$ cat src/rtl/aes_round_key_store_128.sv
// AES-128 round key store: captures the cipher key and the ten expanded round keys.
// It then serves any round key through a one-cycle registered read port, in forward
// or reverse (decrypt) order.
module aes_round_key_store_128 (
    input  logic         clk,
    input  logic         reset,
    input  logic         start,
    input  logic [127:0] short_key,
    input  logic [127:0] subkey,
    input  logic [3:0]   cnt128,
    input  logic         valid_skey,
    input  logic         rd_en,
    input  logic [3:0]   rd_round,
    input  logic         rd_rev,
    output logic [127:0] rd_key,
    output logic         rd_valid,
    output logic         rd_err,
    output logic         keys_ready,
    output logic         busy
);

    localparam int unsigned NumSlots = 11;
    localparam logic [10:0] MaskFull = 11'h7ff;

    typedef enum logic [1:0] {StIdle, StLoad, StReady} state_e;

    state_e        state_q, state_d;
    logic [127:0]  slot_q [NumSlots];
    logic [10:0]   mask_q, mask_d;
    logic          wr_en;
    logic [10:0]   wr_onehot;
    logic [3:0]    rd_phys;
    logic          rd_ok;
    logic [127:0]  rd_data;

    // Decode an expander write; start wins over a coincident valid_skey
    always_comb begin
        wr_onehot = '0;
        wr_en     = (state_q == StLoad) && valid_skey && !start &&
                    (cnt128 >= 4'd1) && (cnt128 <= 4'd10);
        for (int i = 1; i < NumSlots; i++) begin
            if (wr_en && (cnt128 == 4'(i))) begin
                wr_onehot[i] = 1'b1;
            end
        end
    end

    // Next write mask: a new load only knows slot 0
    always_comb begin
        if (start) begin
            mask_d = 11'h001;
        end else begin
            mask_d = mask_q | wr_onehot;
        end
    end

    // State register
    always_ff @(posedge clk or posedge reset) begin
        if (reset) begin
            state_q <= StIdle;
        end else begin
            state_q <= state_d;
        end
    end

    // Next-state logic
    always_comb begin
        state_d = state_q;
        if (start) begin
            state_d = StLoad;
        end else if ((state_q == StLoad) && (mask_d == MaskFull)) begin
            state_d = StReady;
        end
    end

    // State-decoded outputs
    always_comb begin
        busy       = (state_q == StLoad);
        keys_ready = (state_q == StReady);
    end

    // Write mask register
    always_ff @(posedge clk or posedge reset) begin
        if (reset) begin
            mask_q <= '0;
        end else begin
            mask_q <= mask_d;
        end
    end

    // Key slots; slots 1..10 keep stale data across a restart, masked by keys_ready
    always_ff @(posedge clk or posedge reset) begin
        if (reset) begin
            for (int i = 0; i < NumSlots; i++) begin
                slot_q[i] <= '0;
            end
        end else begin
            if (start) begin
                slot_q[0] <= short_key;
            end
            for (int i = 1; i < NumSlots; i++) begin
                if (wr_onehot[i]) begin
                    slot_q[i] <= subkey;
                end
            end
        end
    end

    // Read address translation and slot mux; out-of-range indices select nothing
    always_comb begin
        rd_phys = rd_rev ? (4'd10 - rd_round) : rd_round;
        rd_ok   = keys_ready && (rd_round <= 4'd10);
        rd_data = '0;
        for (int i = 0; i < NumSlots; i++) begin
            if (rd_phys == 4'(i)) begin
                rd_data = slot_q[i];
            end
        end
    end

    // Registered read port; pre-edge slot contents give read-before-write
    always_ff @(posedge clk or posedge reset) begin
        if (reset) begin
            rd_key   <= '0;
            rd_valid <= 1'b0;
            rd_err   <= 1'b0;
        end else begin
            rd_valid <= rd_en && rd_ok;
            rd_err   <= rd_en && !rd_ok;
            if (rd_en && rd_ok) begin
                rd_key <= rd_data;
            end
        end
    end

endmodule

$ cat config.mk
export PLATFORM = sky130hd
export DESIGN_NAME = aes_round_key_store_128
export DESIGN_NICKNAME = d
export VERILOG_FILES = /design/src/rtl/aes_round_key_store_128.sv
export SDC_FILE = /design/constraint.sdc
export NUM_CORES = 2
export LEC_CHECK = 0
export ABC_CLOCK_PERIOD_IN_PS = 96500
export CAP_MARGIN = 20
export CORE_MARGIN = 3
export CORE_UTILIZATION = 40
export DETAILED_ROUTE_END_ITERATION = 8
export GPL_TIMING_DRIVEN = 0
export PLACE_DENSITY_LB_ADDON = 0.08
export SLEW_MARGIN = 20
export SYNTH_ARGS = -nofsm -noshare
export SYNTH_HDL_FRONTEND = slang
export SYNTH_SLANG_ARGS = --single-unit
$ cat constraint.sdc
create_clock -name clk -period 96.5 [get_ports clk]
set_clock_uncertainty 0.05 [all_clocks]
set_input_delay 19.3 -clock clk [delete_from_list [all_inputs] [get_ports clk]]
set_output_delay 19.3 -clock clk [all_outputs]
set_load 0.01 [all_outputs]
==> run_results.csv <==
group,metric,value,unit
synth,ys_ff_latch,1551,
synth,async_flop_share,100.0,%
synth,syn-num-nets,6278,
pwr,power.density_cell_area,20.65,nW/µm²
place,gp_congestion,0.9400,
critical_path,crit_arrival,25.00,ns
route,routed_via_density,6.029,
global_route,grtUsageTotal,31.45,%
clock_tree,cts_tree,"done",
timing,rsz0062_at_grt,"no",
place,dp_hpwl,204800,µm
route,drtIter0Drc,6245,
critical_path,critical-path-top-delay-family,"buffers and inverters",
pwr,switching_power,455.6,µW
critical_path,worstPathRequired,97.16,ns
timing,worstMarginPinSlew,1.321,ns
timing,finalHoldViolCount,0,
critical_path,criticalPathCategory,"input port to flip-flop",
timing,period_share,25.23,%
die,rows,152,
pwr,internal_power,1.240,mW
critical_path,startpoint_type,"input port",
route,totalWireLength,287600,µm
pwr,combPwrFrac,13.3,%
place,pre_cts_slack,71.64,ns
clock_tree,cts-resized-gates,0,
die,start_util,40.49,%
layout,synthToLayoutAreaGrowth,17.53,%
pwr,leakage,36.91,nW
synth,syn_avg_cell_area,11.63,µm²
global_route,grt_pass1_vias,53280,
worst_hold_path,hp-class,"flip-flop to flip-flop",
layout,drive_above_1_share,24.08,%
flow_run,cap_violations,0,
synth,netlist_area,69840,µm²
critical_path,critPathBufInv,9,
clock_tree,cts_buffers,174,
critical_path,path_max_fanout,10,
die,io_pins,402,
synth,synth_cell_types,73,
timing,period_minus_slack,24.34,ns
route,wl_per_cell,32.09,µm
timing,setup_viol,0,
synth,synth_edf_count,0,
pwr,clockPowerShare,38.6,%
clock_tree,post_cts.repair.setup_buffers,0,
clock_tree,h-tree-depth,4,
route,ant_nets,0,
timing,tns,0,ns
synth,ys.flop_type,"dfrtp_1",
clock_tree,cts_root_buf,"clkbuf_16",
pwr,seqPwrFrac,48.1,%
die,dieArea,179700,µm²
critical_path,cpPeakStageDelay,1.00,ns
timing,hold_slack,0.4097,ns
outcome,status,"finished clean",
clock_tree,path_clk_slew,0.06,ns
route,drc,0,
critical_path,crit_chain,"clkdlybuf4s50_1 > buf_2 > inv_1 > ha_1 > clkbuf_2 > buf_16 > clkbuf_2 > clkbuf_1 > clkbuf_1 > clkbuf_1 > a21oi_1 > o21ai_0 > o221ai_1 > a221oi_1",
route,dr.pass1.iters,7,
synth,synth-seq-area-share,55.57,%
pwr,power_switching_share,26.87,%
timing,slew_viol_final,0,
global_route,overflow,0,
critical_path,crit_slowest_cell,"clkbuf_1",
global_route,antenna_found_initial,49,
synth,syn_inst,6005,
timing,max_freq,41.08,MHz
clock_tree,clkLatencyLatePin,0.82,ns
route,vias,54040,
die,die_h,423.9,µm
layout,nNetsFinal,6766,
timing,max-slew-margin-rel,11.90,%
critical_path,path_common_cell,"clkbuf_1",
pwr,vdd_drop_max,0.01821,mV
critical_path,crit_path_end_kind,"flip-flop",
global_route,grt_start_max_net_pins,100,
synth,yosys_warnings,0,
timing,layout_setup_ws,72.16,ns
clock_tree,ctsHoldBuffers,0,
clock_tree,cts_buffer_depth,3,
die,coreArea,172500,µm²
global_route,grt_first_pass_wirelength,404000,µm
clock_tree,cts.sinks,1551,
place,port_buffers,272,
die,fp.dieW,423.9,µm
routing by layer:
layer | track usage, % | share of wire, %
met1 | 42.61 | 42
met2 | 46.60 | 44
met3 | 7.680 | 8.8
met4 | 16.63 | 5.7
met5 | 0 | 0.039
worst register-to-register path, delay by kind of cell (launching register included):
kind | cells | cell delay, ns
buffers and inverters | 1 | 0.95
AO/OA/AOI/OAI | 3 | 1.75
flip-flops | 1 | 0.40
AND/OR/NAND/NOR | 2 | 1.34
state kept, by name, indices dropped and copies added, names as in the netlist:
name and count:
mask_q 11, rd_err 1, rd_key 128, rd_valid 1, slot_q 1408, state_q 2
Yosys cell counts, drive strengths merged, types with 25 or more instances:
cell type  number  area share [%]
o22ai         163             1.5
clkbuf        517             2.8
mux2i          64            0.92
nor2b          68            0.61
mux2         1152              19
a221oi         83             1.0
a21oi         151             1.1
a222oi         64            0.92
a2111oi        61             1.1
dfrtp        1551              56
a22oi          54            0.58
nor2          245             1.3
o2bb2ai        80             1.0
a211oi         51            0.56
nand2         945             5.1
buf            94            0.64
nor3           27            0.20
o21a           34            0.37
nand3          30            0.21
a32oi          39            0.49
o311a          60            0.86
nand2b         25            0.22
o31ai          39            0.42
a21o           67            0.72
o21ai         141             1.0
logic make-up (layout without fill, tap and decap cells):
kind of cell	count (synthesis)	after routing	synth area share, %
flip-flops	1551	1551	55.57
AND/OR/NAND/NOR	1388	1388	8.101
multiplexers	1216	1216	19.50
AO/OA/AOI/OAI	1214	1214	13.22
buffers and inverters	632	1252	3.533
adder cells (fa/ha/maj)	3	3	0.05375
XOR/XNOR	1	1	0.01254
other	0	29	0
layout by cell type (no fill, tap or decap), types with 22 or more instances in the layout:
master           synthesis  routed
a21oi_1                150     150
a211oi_1                50      50
clkbuf_1               517     539
a221oi_1                83      83
buf_1                   36      33
nand3_1                 30      29
o21ai_0                138     138
buf_16                   0      30
a21o_1                  67      67
o311a_1                 60      60
a2111oi_2               30      30
clkdlybuf4s50_1          0     272
dfrtp_1               1551    1551
clkbuf_16                0     177
nand2_1                945     943
nand2b_1                25      25
mux2i_1                 63      62
nor2_1                 244     243
clkbuf_8                 0      41
nor2b_1                 68      68
o21a_1                  34      33
a22oi_1                 54      54
o31ai_1                 39      39
a2111oi_1               28      28
clkbuf_2                 0      32
a32oi_1                 39      39
clkinv_2                 0      22
o2bb2ai_1               80      80
a222oi_1                64      64
o22ai_1                163     163
buf_2                   49      52
mux2_2                1151    1151
nor3_1                  26      25
diode_2                  0      29
through the flow:
stage	std cells	instance area (µm²)	total power, mW	utilization [%]
2_1_floorplan	6005	69840	0.9688	-
3_3_place_gp	8587	75450	1.042	43.74
3_5_place_dp	8623	76440	1.048	44.31
4_1_cts	8931	81940	1.699	47.50
5_1_grt	8947	82040	1.760	47.56
6_report	8964	82080	1.695	47.59
area by class of cell:
type / count / area, µm²
Clock buffer: 272 / 5196
Clock inverter: 36 / 307.8
Timing Repair Buffer: 312 / 3665
Buffer: 611 / 2432
Tap cell: 2310 / 2890
Inverter: 21 / 86.33
Fill cell: 15990 / 90410
Multi-Input combinational cell: 3822 / 28620
Sequential cell: 1551 / 38810
Antenna cell: 29 / 72.57
path summary, 6_finish.rpt:
path | depth (start not counted) | endpoint | start | slack [ns]
worst min-delay path | 1 | mask_q[0]$_DFF_PP0_ | mask_q[0]$_DFF_PP0_ | 0.41
worst min register to register | 1 | mask_q[0]$_DFF_PP0_ | mask_q[0]$_DFF_PP0_ | 0.41
worst max register to register | 6 | rd_key[127]$_DFFE_PP0P_ | state_q[1]$_DFFE_PP0P_ | 91.94
worst max-delay path | 14 | rd_key[0]$_DFFE_PP0P_ | rd_round[1] | 72.16
min in group asynchronous | 2 | rd_key[124]$_DFFE_PP0P_ | reset | 18.87
max in group asynchronous | 7 | slot_q[59]$_DFFE_PP0P_ | reset | 74.88
power groups by stage:
| stage | sequential (mW) | clock [mW] | combinational, mW |
|---|---|---|---|
| floorplan | 0.812 | 0 | 0.156 |
| global placement | 0.829 | 0 | 0.213 |
| detailed placement | 0.825 | 0 | 0.223 |
| CTS | 0.814 | 0.662 | 0.223 |
| global route | 0.827 | 0.689 | 0.244 |
| finish | 0.816 | 0.654 | 0.225 |
(Power assumes the default switching activity.)
